<file path="config.mk">
export PLATFORM = sky130hd
export DESIGN_NAME = dkong_rom_sched
export DESIGN_NICKNAME = d
export VERILOG_FILES = /design/src/rtl/dkong_rom_sched.sv
export SDC_FILE = /design/constraint.sdc
export NUM_CORES = 1
export LEC_CHECK = 0
export CORE_ASPECT_RATIO = 1.1
export CORE_MARGIN = 5
export CORE_UTILIZATION = 45
export DETAILED_ROUTE_END_ITERATION = 8
export GPL_TIMING_DRIVEN = 0
export PLACE_DENSITY_LB_ADDON = 0.08
export SLEW_MARGIN = 20
export SYNTH_ARGS = -nofsm -noshare
export SYNTH_HDL_FRONTEND = slang
export SYNTH_SLANG_ARGS = --single-unit
</file>
<file path="constraint.sdc">
create_clock -name W_CLK_12288M -period 2.76 [get_ports W_CLK_12288M]
set_input_delay 0.552 -clock W_CLK_12288M [delete_from_list [all_inputs] [get_ports W_CLK_12288M]]
set_output_delay 0.552 -clock W_CLK_12288M [all_outputs]
set_load 0.01 [all_outputs]
</file>
<file path="src/rtl/dkong_rom_sched.sv">
// Shared ROM time-division scheduler: a 16-slot wheel locked to the H counter. It multiplexes
// the ROM address between the requesters and runs the power-up config copy into the internal RAMs.
module dkong_rom_sched #(
    parameter logic [12:0] CNF_LAST  = 13'h1300,
    parameter bit          SYNC_LOCK = 1'b1
) (
    input  logic        W_CLK_12288M,
    input  logic        W_RESETn,
    input  logic        I_SYNC,
    input  logic [15:0] I_CPU_A,
    input  logic [18:0] I_WAV_A,
    input  logic [11:0] I_VID_A,
    input  logic [11:0] I_OBJ_A,
    input  logic [7:0]  I_ROM_D,
    output logic [18:0] O_ROM_A,
    output logic [7:0]  O_CPU_D,
    output logic [7:0]  O_WAV_D,
    output logic [7:0]  O_VID1_D,
    output logic [7:0]  O_VID2_D,
    output logic [7:0]  O_OBJ1_D,
    output logic [7:0]  O_OBJ2_D,
    output logic [7:0]  O_OBJ3_D,
    output logic [7:0]  O_OBJ4_D,
    output logic        O_CNF_EN,
    output logic [12:0] O_CNF_A,
    output logic [4:0]  O_CNF_WE,
    output logic [3:0]  O_PHASE,
    output logic        O_SYNC_ERR
);

    logic        r_sync_s0;
    logic        r_sync_s1;
    logic        r_lock;
    logic        r_sync_err;
    logic [3:0]  r_phase;
    logic [12:0] r_cnf_a;
    logic [18:0] r_rom_a;
    logic [18:0] w_rom_a_next;
    logic [7:0]  r_cpu_d;
    logic [7:0]  r_wav_d;
    logic [7:0]  r_vid1_d;
    logic [7:0]  r_vid2_d;
    logic [7:0]  r_obj1_d;
    logic [7:0]  r_obj2_d;
    logic [7:0]  r_obj3_d;
    logic [7:0]  r_obj4_d;
    logic [4:0]  r_cnf_we;
    logic [4:0]  w_we_dec;
    logic        w_sync_edge;
    logic        w_cnf_en;

    assign w_sync_edge = r_sync_s0 & ~r_sync_s1;
    assign w_cnf_en    = (r_cnf_a != CNF_LAST);

    // Target RAM decode from the config counter: two 2 KB sound images, then 256 B colour/VRAM pages
    genvar gi;
    generate
        for (gi = 0; gi < 2; gi++) begin : g_snd_we
            assign w_we_dec[gi] = w_cnf_en && (r_cnf_a[12:11] == 2'(gi));
        end
        for (gi = 0; gi < 3; gi++) begin : g_page_we
            assign w_we_dec[gi + 2] = w_cnf_en && (r_cnf_a[12:8] == 5'(16 + gi));
        end
    endgenerate

    always_comb begin
        w_rom_a_next = r_rom_a;
        case (r_phase)
            4'd0:                          w_rom_a_next = I_WAV_A;
            4'd2, 4'd5, 4'd8, 4'd11, 4'd15: w_rom_a_next = {3'h0, I_CPU_A};
            4'd3:                          w_rom_a_next = {3'h0, 4'h6, I_VID_A};
            4'd4:                          w_rom_a_next = w_cnf_en ? {6'b000111, r_cnf_a}
                                                                   : {3'h0, 4'h7, I_VID_A};
            4'd9:                          w_rom_a_next = {3'h0, 4'hA, I_OBJ_A};
            4'd10:                         w_rom_a_next = {3'h0, 4'hB, I_OBJ_A};
            4'd12:                         w_rom_a_next = {3'h0, 4'hC, I_OBJ_A};
            4'd13:                         w_rom_a_next = {3'h0, 4'hD, I_OBJ_A};
            default:                       w_rom_a_next = r_rom_a;
        endcase
    end

    always_ff @(posedge W_CLK_12288M or negedge W_RESETn) begin
        if (!W_RESETn) begin
            r_sync_s0  <= 1'b0;
            r_sync_s1  <= 1'b0;
            r_lock     <= 1'b0;
            r_sync_err <= 1'b0;
            r_phase    <= 4'd0;
            r_cnf_a    <= 13'd0;
            r_cnf_we   <= 5'd0;
        end else begin
            r_sync_s0 <= I_SYNC;
            r_sync_s1 <= r_sync_s0;
            if (w_sync_edge) begin
                r_lock <= 1'b1;
                if (r_lock && (r_phase != 4'hF)) begin
                    r_sync_err <= 1'b1;
                end
                if (SYNC_LOCK || !r_lock) begin
                    r_phase <= 4'd0;
                end else begin
                    r_phase <= r_phase + 4'd1;
                end
            end else begin
                r_phase <= r_phase + 4'd1;
            end
            if ((r_phase == 4'hF) && w_cnf_en) begin
                r_cnf_a <= r_cnf_a + 13'd1;
            end
            // Strobe lands in slot 15: O_VID2_D already holds this step's byte and the counter is stable
            r_cnf_we <= (r_phase == 4'hE) ? w_we_dec : 5'd0;
        end
    end

    // Each data latch fires at the end of the slot after its address was issued
    always_ff @(posedge W_CLK_12288M or negedge W_RESETn) begin
        if (!W_RESETn) begin
            r_rom_a  <= 19'd0;
            r_cpu_d  <= 8'd0;
            r_wav_d  <= 8'd0;
            r_vid1_d <= 8'd0;
            r_vid2_d <= 8'd0;
            r_obj1_d <= 8'd0;
            r_obj2_d <= 8'd0;
            r_obj3_d <= 8'd0;
            r_obj4_d <= 8'd0;
        end else begin
            r_rom_a <= w_rom_a_next;
            case (r_phase)
                4'd0, 4'd3, 4'd6, 4'd9, 4'd12: r_cpu_d <= I_ROM_D;
                4'd1:                          r_wav_d <= I_ROM_D;
                4'd4:                          r_vid1_d <= I_ROM_D;
                4'd5:                          r_vid2_d <= I_ROM_D;
                4'd10:                         r_obj1_d <= I_ROM_D;
                4'd11:                         r_obj2_d <= I_ROM_D;
                4'd13:                         r_obj3_d <= I_ROM_D;
                4'd14:                         r_obj4_d <= I_ROM_D;
                default: ;
            endcase
        end
    end

    assign O_ROM_A    = r_rom_a;
    assign O_CPU_D    = r_cpu_d;
    assign O_WAV_D    = r_wav_d;
    assign O_VID1_D   = r_vid1_d;
    assign O_VID2_D   = r_vid2_d;
    assign O_OBJ1_D   = r_obj1_d;
    assign O_OBJ2_D   = r_obj2_d;
    assign O_OBJ3_D   = r_obj3_d;
    assign O_OBJ4_D   = r_obj4_d;
    assign O_CNF_EN   = w_cnf_en;
    assign O_CNF_A    = r_cnf_a;
    assign O_CNF_WE   = r_cnf_we;
    assign O_PHASE    = r_phase;
    assign O_SYNC_ERR = r_sync_err;

endmodule

</file>
## Word-level counts from Yosys, hierarchy flattened

Cells that the tools add are included.

- Register bits after elaboration: 109
- RAM bits: 0
- Input bits: 70
- Output and inout port bits: 107
- Memories kept: 0
- Memory bits (read-only): 0
- Word-level logic and storage cells: 57
- Bits in latches: 0

- Reductions and logical operators: 13
- Div/mod/pow operators: 0
- Equal/unequal tests: 20
- Muxes and demuxes: 4
- Shift operators: 0
- Bitwise gates (word level): 2
- Add/sub/neg operators: 2
- $lt $le $gt $ge: 0
- Multipliers: 0

Operators by type and width:

| cell | count |
|---|---|
| $pmux W19 S8 | 1 |
| $eq A4 B4 Y1 const B | 8 |
| $mux W16 | 1 |
| $eq A5 B5 Y1 const B | 3 |
| $add A13 B1 Y13 const B | 1 |
| $ne A13 B13 Y1 const B | 1 |
| $eq A4 B3 Y1 const B | 3 |
| $reduce_or A5 Y1 | 2 |
| $eq A4 B2 Y1 const B | 2 |
| $reduce_bool A8 Y1 | 1 |
| $logic_and A1 B1 Y1 | 7 |
| $mux W5 | 1 |
| $add A4 B1 Y4 const B | 1 |
| $eq A4 B1 Y1 const B | 1 |
| $logic_not A4 Y1 | 1 |
| $mux W4 | 1 |
| $ne A4 B4 Y1 const B | 1 |
| $eq A2 B1 Y1 const B | 1 |
| $logic_not A2 Y1 | 1 |
| $reduce_and A2 Y1 | 1 |
| $and A1 B1 Y1 | 1 |
| $not A1 Y1 | 1 |

## Depth between registers and ports, before layout

Gate-level depths: netlist (run 1).

- Word-level depth: 3
- Mapped depth: 9
- Gate-level depth less buffers: 6

## Least setup slack after synthesis (run 1)

Ideal clock, no wire load.

- Path kind: reg2reg
- Start point: register r_phase[0], in the netlist O_PHASE[0]
- End point: register r_rom_a[10], in the netlist O_ROM_A[10]
- Cell stages (with the launch flop): 9
- Data required time: 2.636 ns
- Period minus slack after synthesis: 2.111 ns
- Path buffers: 2
- Library setup time: 0.124 ns
- Arrival: 1.988 ns
- Setup slack: 0.649 ns
- Cells stage by stage: dfrtp_1 -> inv_1 -> ha_1 -> buf_2 -> mux2_4 -> o21a_4 -> buf_6 -> a221o_1 -> a211o_1

- Cells in the longest elaborated chain, start to end: 3
- Elaborated cells on any way between the ends: 15
- Classes of those cells: eq/ne (11); mux (1); reduce/logical (3)

RTL lines:

| item | line | source |
|---|---|---|
| start: declaration | 35 | `logic [3:0] r_phase;` |
| start signal: assignment | 102 | `r_phase <= r_phase + 4'd1;` |
| start signal: assignment | 105 | `r_phase <= r_phase + 4'd1;` |
| $eq A4 B4 Y1 (tied with other cells) | 68 | `case (r_phase)` |
| $reduce_or A5 Y1 | 68 |  |
| $pmux W19 S8 or $reduce_bool A8 Y1 (tied branches) | -- |  |
| end signal: assignment | 128 | `r_rom_a <= w_rom_a_next;` |
| end: declaration | 37 | `logic [18:0] r_rom_a;` |

Several ways; a longest one is shown, not always the timed one.
A chain may end at the register's enable or synchronous reset.

## Worst setup path in the final report (run 1)

- Start point: register r_cnf_a[2], in the netlist O_CNF_A[2]
- End point: output O_CNF_EN

- Cells in the longest elaborated chain, start to end: 1

RTL lines:

| item | line | source |
|---|---|---|
| start: declaration | 36 | `logic [12:0] r_cnf_a;` |
| start signal: assignment | 108 | `r_cnf_a <= r_cnf_a + 13'd1;` |
| $ne A13 B13 Y1 | 53 | `assign w_cnf_en = (r_cnf_a != CNF_LAST);` |
| end: declaration | 24 | `output logic O_CNF_EN,` |

Every way passes these cells.

==> metrics.cfg, run 1 <==
[status]
outcome=completed

[logic_synthesis]
synth-async-reset-ratio_pct=100
synth.distinct_cells=50
synth_compound_area_share_pct=11.5
synth_top_flop_cell=dfrtp_1
synth_mux_area_share_pct=13.9
yosysSeqAreaShare_pct=55.3
yosys.area_share.simple_pct=12.0
yosysWarningCount=0
synth_top_cells_by_count=109 x dfrtp_1, 56 x mux2_2, 56 x nand2_1, 17 x a21oi_1
synth_area_per_cell_sq_um=11.9
netlist_area_sq_mm=0.00494
synthAdderAreaFrac_pct=1.52
syn_inst=414
synth_most_common_cell=dfrtp_1
yosys.area.top_type=dfrtp_1
synth_seq_cells=109
synth_top_family_by_area=multiplexers
synth_xor_area_share_pct=2.48
synth_nets=490
netlist_top_cells_area=dfrtp_1 55%, mux2_2 13%, nand2_1 4.3%
synth_top_area_share_pct=55.3
synth_edf_count=0

[floorplanning]
ioPinCount=177
core-area_sq_mm=0.0108
rows=40
die_h_um=120
die_w_um=110
die-area_sq_mm=0.0132
start_util_pct=45.7

[global_routing]
grt_usage_pct=22.7
grt_max_degree=58
antenna_found_initial=0
overflow=0
grt_pass1_vias=4304
grt_pass1_wl_mm=22.9

[routing]
drtAntennaViolNets=0
finalWirelength_mm=14.5
post-route-drc-count=0
num_vias=3982
dr.pass1.iters=4
initialDrtViolationCount=195
wl_per_cell_um=19.2
post_drt_via_cell_ratio=5.28

[timing]
period_share_pct=96.7
rsz0062_at_grt=no
fmax_ghz=0.375
max-slew-margin-rel_pct=44.6
max_slew.worst_pin.slew_ps=827
slew_violations=0
fin_skew_ps=5.97
hold_viol_final=0
fin_crit_ps=2670
setup_slack_ps=92.1
setup_viol_count_final=0

[critical_path]
critPathRequiredTime_ps=2210
r2r_slack_ps=320
worst_setup_path_end_kind=output port
cp_max_fo=10
path_cells=nor4_1 > nand4_1 > buf_4 > clkdlybuf4s50_1
cp_slowest_stage_delay_ps=490
r2r_end=O_ROM_A[10]
crit_slowest_cell=clkdlybuf4s50_1
path_class=register to output port
worst_ep_arrival_time_ps=2120
cp-startpoint=O_CNF_A[2]
startpoint_type=register
path_delay_family=buffers and inverters
r2r_cells=8
cp.buffers_inverters=2
worstReg2RegStart=O_PHASE[1]

[cts]
htree_levels=3
clk_pin_slew_ps=70
cts.sinks=109
clk_latency_ps=350
ctsHoldBuffers=0
tritoncts.num_buffers=9
cts_setup_buffers=0
clockBufferDepth=2
cts-root-buf=clkbuf_16
tritoncts=done

[job]
cap_violations=0

[power_and_ir_drop]
powerDensity_mw_per_mm2=1070
vdd_ir_drop_max_mv=0.604
p_leak_nw=3.12

[placed_design]
port_buffers=176
place_congestion=0.788
hpwlAfterDp_mm=10.6
dp_slack_ps=84.6

[final_layout]
seq_area_sq_mm=0.00273
fillCellCount=888
antenna_cells=0
fin_util_pct=66.8
multi_input_area_sq_mm=0.00204
nNetsFinal=678
area_growth_pct=46.2
drive_gt1_share_pct=17.0

[worst_hold_path]
min_path_type=input pin to asynchronous set/reset pin

worst max path at each step:
| stage | slack [ps] | depth (start not counted) | to |
|---|---|---|---|
| 3_3_place_gp | -2980 | 1 | O_OBJ1_D[0] |
| 6_report | 90 | 4 | O_CNF_EN |
| 3_5_place_dp | 80 | 6 | O_CNF_EN |
| 2_1_floorplan | 650 | 8 | O_ROM_A[10] |
| 4_1_cts | 30 | 6 | O_CNF_EN |
| 5_1_grt | 20 | 6 | O_CNF_EN |
where the power goes:
part | switching (mW) | internal [mW]
clock | 0.605 | 0.713
combinational | 1.66 | 2.13
sequential | 0.341 | 2.26
total | 2.60 | 5.10
layer usage:
metal	part of all wire (%)	vias up	track usage (%)
li1	-	1860	-
met1	40	1937	28.3
met2	48	164	37.0
met3	10	21	6.56
met4	2.0	0	8.57
met5	0	-	0
layout by cell type, fill, tap and decap left out, drive strengths merged, types with 4 or more instances in the layout:
| cell type | netlist | layout |
|---|---|---|
| a31oi | 4 | 4 |
| a21oi | 17 | 17 |
| nor3b | 9 | 9 |
| nor2 | 7 | 7 |
| nand3 | 13 | 13 |
| xnor2 | 9 | 9 |
| a22o | 8 | 8 |
| dfrtp | 109 | 109 |
| a221o | 8 | 8 |
| xor2 | 5 | 5 |
| clkbuf | 6 | 15 |
| and3 | 5 | 5 |
| nor3 | 7 | 7 |
| nand3b | 4 | 4 |
| and2 | 5 | 5 |
| inv | 7 | 8 |
| clkdlybuf4s50 | 0 | 175 |
| mux2i | 4 | 4 |
| nand2 | 56 | 56 |
| buf | 19 | 22 |
| ha | 6 | 6 |
| a211o | 8 | 8 |
| a211oi | 4 | 4 |
| mux2 | 57 | 57 |
worst register-to-register path, delay by kind of cell, from the launching register on:
family | cells | cell delay [ps]
AOI/OAI and AO/OA | 3 | 920
adders and majority gates | 1 | 170
buffers and inverters | 3 | 520
DFF | 1 | 430
and+or+nand+nor | 1 | 280
sequential cells by signal (all words and copies together) (netlist names), 8 cells and up:
register and count:
O_ROM_A 19, O_OBJ4_D 8, O_OBJ2_D 8, O_OBJ3_D 8, O_WAV_D 8, O_VID2_D 8
O_OBJ1_D 8, O_CPU_D 8, O_CNF_A 13, O_VID1_D 8
per-stage QoR:
stage               total power, mW  cell area [sq um]  instances  setup TNS (ps)  hold WS [ps]
floorplan                      4.50               4940        414               0           256
global placement               6.36               6880        737         -323570           356
detailed placement             6.45               6910        738               0           359
CTS                            7.80               7210        754               0           154
global route                   8.21               7220        754               0           178
finish                         7.70               7220        754               0           133
timing repair:
| item | in CTS | in global routing |
|---|---|---|
| gates cloned | 0 | 0 |
| resized for setup | 2 | 3 |
| endpoints found under the hold margin | 0 | 0 |
| endpoints found under the setup margin | 1 | 1 |
logic make-up after synthesis:
group | Yosys count
AOI/OAI and AO/OA | 74
xor gates and xnor gates | 14
adders and majority gates | 6
buffers and inverters | 32
DFF | 109
muxes | 61
and+or+nand+nor | 118
layout make-up:
cell class	instances	area share (%)
Tap cell	147	2.55
Sequential cell	109	37.8
Timing Repair Buffer	177	24.8
Inverter	7	0.364
Multi-Input combinational cell	273	28.3
Buffer	25	1.99
Clock buffer	10	3.17
Clock inverter	6	0.988
Power figures use the tool's default switching activity.
==> run 2, diff against run 1 <==
Settings changed: CAP_MARGIN set to 20.
Clock period 2.76 ns to 2.95 ns, I/O delays scaled along.
==> metrics.cfg, run 2 (synthesis results as in run 1) <==
[job]
cap_violations=0

[critical_path]
r2r_cells=8
worstReg2RegStart=O_PHASE[1]
path_class=register to output port
critPathRequiredTime_ps=2360
startpoint_type=register
worst_setup_path_end_kind=output port
worst_ep_arrival_time_ps=2240
cp_max_fo=10
cp-startpoint=O_CNF_A[0]

[routing]
wl_per_cell_um=19.3
drtAntennaViolNets=0
post-route-drc-count=0
dr.pass1.iters=4
initialDrtViolationCount=189
num_vias=3979
post_drt_via_cell_ratio=5.28
finalWirelength_mm=14.5

[floorplanning]
die_h_um=120
die_w_um=110
start_util_pct=45.7
die-area_sq_mm=0.0132
rows=40
core-area_sq_mm=0.0108
ioPinCount=177

[global_routing]
overflow=0
grt_pass1_wl_mm=22.9
grt_max_degree=58
grt_usage_pct=22.7
grt_pass1_vias=4305
antenna_found_initial=0

[final_layout]
mostFrequentLayoutCells=175 x clkdlybuf4s50_1, 109 x dfrtp_1, 56 x nand2_1, 56 x mux2_2, 17 x a21oi_1
finalNonFillerCells=754
drive_gt1_share_pct=16.6
fin_util_pct=66.7
final_common_cell=clkdlybuf4s50_1
final_area_sq_mm=0.00721
area_growth_pct=46.1
largest_register_ff_count=19
nNetsFinal=678
fillCellCount=883
antenna_cells=0

[cts]
tritoncts=done
tritoncts.num_buffers=9
ctsHoldBuffers=0
clockBufferDepth=2
clk_pin_slew_ps=70
cts-root-buf=clkbuf_16
htree_levels=3
cts.sinks=109
clk_latency_ps=350

[power_and_ir_drop]
p_int_mw=4.77
power_switching_mw=2.44
p_leak_nw=3.12
p_sw_share_pct=33.8
power_mw=7.21
p_seq_share_pct=33.7
comb_power_share_pct=49.2
powerDensity_mw_per_mm2=999
vdd_ir_drop_max_mv=0.565
pwr-share-clk_pct=17.1

[timing]
hold_ws_ps=170
fin_skew_ps=5.95
period_share_pct=96.0
hold_viol_final=0
tns_ps=0
fin_crit_ps=2830
rsz0062_at_grt=no
setup_viol_count_final=0
setup_slack_ps=119
fmax_ghz=0.353
max_slew.worst_pin.slew_ps=827
slew_violations=0
max-slew-margin-rel_pct=44.6

[placed_design]
dp_slack_ps=237
place_area_sq_mm=0.00691
hpwlAfterDp_mm=10.6
place_congestion=0.788
port_buffers=176
placedCellCount=738

[worst_hold_path]
min_path_type=input pin to asynchronous set/reset pin

[status]
outcome=completed

## run 2: cell types whose count changed in the layout (fill, tap and decap cells not counted)
cell	previous run	this run
dfrtp_1	107	109
buf_4	3	2
clkbuf_2	0	1
dfrtp_2	2	0
## run 2: area by class of cell
| class | count | area, sq um | share of cell area [%] |
|---|---|---|---|
| sequential | 109 | 2730 | 37.8 |
| tap | 147 | 184 | 2.55 |
| multi-input combinational | 273 | 2040 | 28.3 |
| timing repair buffer | 177 | 1790 | 24.8 |
| clock buffer | 10 | 229 | 3.17 |
| clock inverter | 6 | 71.3 | 0.989 |
| inverter | 7 | 26.3 | 0.364 |
| buffer | 25 | 141 | 1.96 |
## run 2: what timing repair did
item	CTS	global route
resized for setup	1	0
endpoints found under the setup margin	1	0
buffers inserted	0	0
## run 2: final timing paths
kind / endpoint / slack [ps]
max: O_CNF_EN / 120
min: O_ROM_A[5] / 170
max reg2reg: O_ROM_A[11] / 500
min reg2reg: r_sync_s1 / 370
max in group asynchronous: O_WAV_D[4] / 2120
min in group W_CLK_12288M: r_sync_s1 / 370
## run 2: critical path: stages, from the launching register on
cell and delay (ps):
dfrtp_1 460, inv_1 100, ha_1 200, nor3b_1 130, nand4_1 110, clkbuf_2 290, clkdlybuf4s50_1 600
## run 2: per-layer routing
metal / vias up / global-route usage, % / share of wire, %
met5: - / 0 / 0
met4: 0 / 8.57 / 2.1
met3: 23 / 6.56 / 9.3
met2: 149 / 36.8 / 48
met1: 1943 / 28.4 / 40
li1: 1864 / - / -
## run 2: power by group through the flow
stage / logic, mW / clock network, mW / registers, mW
CTS: 3.60 / 1.26 / 2.43
finish: 3.54 / 1.23 / 2.43
floorplan: 1.49 / 0 / 2.72
detailed placement: 3.58 / 0 / 2.45
global placement: 3.52 / 0 / 2.42
global route: 3.83 / 1.33 / 2.52
==> run 3, diff against run 2 <==
Settings changed: CORE_ASPECT_RATIO 1.1 to 0.9, CORE_UTILIZATION 45 to 49.
Clock period 2.95 ns to 3.7 ns, I/O delays scaled along.
==> metrics.cfg, run 3 (synthesis results as in run 1) <==
[global_routing]
grt_usage_pct=24.1
grt_pass1_wl_mm=22.8
grt_max_degree=62
antenna_found_initial=0
grt_pass1_vias=4130
overflow=0

[routing]
num_vias=4027
post-route-drc-count=0
dr.pass1.iters=5
wl_per_cell_um=19.7
drtAntennaViolNets=0
finalWirelength_mm=14.5
initialDrtViolationCount=329
post_drt_via_cell_ratio=5.49

[final_layout]
largest_register_ff_count=19
fillCellCount=712
finalNonFillerCells=733
final_common_cell=clkdlybuf4s50_1
multi_input_area_sq_mm=0.00204
drive_gt1_share_pct=16.5
seq_area_sq_mm=0.00273
nNetsFinal=678
antenna_cells=0
mostFrequentLayoutCells=175 x clkdlybuf4s50_1, 109 x dfrtp_1, 56 x nand2_1, 56 x mux2_2, 17 x a21oi_1
area_growth_pct=43.7

[timing]
fin_crit_ps=3250
rsz0062_at_grt=no
hold_ws_ps=350
max_slew.worst_pin.slew_ps=901
slew_violations=0
period_share_pct=87.8
max-slew-margin-rel_pct=39.6
setup_viol_count_final=0
fmax_ghz=0.308
fin_skew_ps=14.2
hold_viol_final=0

[cts]
clk_latency_ps=370
cts.sinks=109
clockBufferDepth=2
ctsHoldBuffers=0
clk_pin_slew_ps=110
tritoncts.num_buffers=9
cts_resized=0
htree_levels=3
tritoncts=done
cts_setup_buffers=0
cts-root-buf=clkbuf_8

[worst_hold_path]
min_path_type=input pin to asynchronous set/reset pin

[floorplanning]
rows=34
start_util_pct=50.7
core-area_sq_mm=0.00974
die_w_um=116
die-area_sq_mm=0.0122
ioPinCount=177
die_h_um=105

[critical_path]
cp-startpoint=O_CNF_A[0]
worstReg2RegStart=O_PHASE[1]
critPathRequiredTime_ps=2960
r2r_slack_ps=1160
cp_max_fo=10
path_class=register to output port
startpoint_type=register
worst_ep_arrival_time_ps=2510
worst_setup_path_end_kind=output port
r2r_end=O_ROM_A[14]
r2r_cells=8

[power_and_ir_drop]
pwr-share-clk_pct=13.6
comb_power_share_pct=51.4
p_leak_nw=3.08
p_seq_share_pct=35.0
powerDensity_mw_per_mm2=781
p_int_mw=3.60
power_switching_mw=1.95
p_sw_share_pct=35.1
vdd_ir_drop_max_mv=0.491

[placed_design]
port_buffers=176
hpwlAfterDp_mm=10.7
place_congestion=0.825
placedCellCount=717

[status]
outcome=completed

[job]
cap_violations=0

[run 3: changes by cell type in the layout (fill, tap and decap cells not counted), moves of 2 or more]
cell,previous run,this run
clkbuf_16,9,0
clkbuf_8,0,9
clkinv_4,2,0
inv_6,0,2
[run 3: final cells by class]
cell class / count / share of cell area (%)
sequential: 109 / 38.5
buffer: 25 / 1.98
inverter: 7 / 0.371
clock inverter: 6 / 1.13
multi-input combinational: 273 / 28.8
tap: 126 / 2.22
timing repair buffer: 177 / 25.2
clock buffer: 10 / 1.80
[run 3: stage by stage]
stage / instance area, sq um / utilization (%) / setup WS (ps) / TNS (ps) / power [mW]
3_5_place_dp: 6880 / 70.7 / 895 / 0 / 4.83
2_1_floorplan: 4940 / - / 1590 / 0 / 3.36
3_3_place_gp: 6860 / 70.4 / -2080 / -226420 / 4.72
4_1_cts: 7090 / 72.8 / 480 / 0 / 5.58
6_report: 7090 / 72.8 / 451 / 0 / 5.54
5_1_grt: 7090 / 72.8 / 359 / 0 / 5.89
[run 3: power by group through the flow]
stage / Sequential (mW) / Combinational (mW) / Clock (mW)
floorplan: 2.17 / 1.19 / 0
detailed placement: 1.96 / 2.86 / 0
global route: 2.01 / 3.07 / 0.818
CTS: 1.94 / 2.88 / 0.766
finish: 1.94 / 2.85 / 0.753
global placement: 1.93 / 2.80 / 0
[run 3: worst max-delay path by stage]
stage / to / cells past startpoint
2_1_floorplan: O_ROM_A[10] / 8
3_3_place_gp: O_PHASE[0] / 1
3_5_place_dp: O_CNF_EN / 6
4_1_cts: O_CNF_EN / 6
5_1_grt: O_CNF_EN / 6
6_report: O_CNF_EN / 6
[run 3: critical path: stages (launching register included)]
cell,delay [ps]
dfrtp_1,450
inv_1,100
ha_1,200
nor3b_1,130
nand4_1,110
clkbuf_1,480
clkdlybuf4s50_1,670
[run 3: metal layers]
metal	track usage, %	wire length [um]
met4	7.29	306
met2	37.8	6960
met5	0	0
met3	6.19	1450
met1	33.2	5740
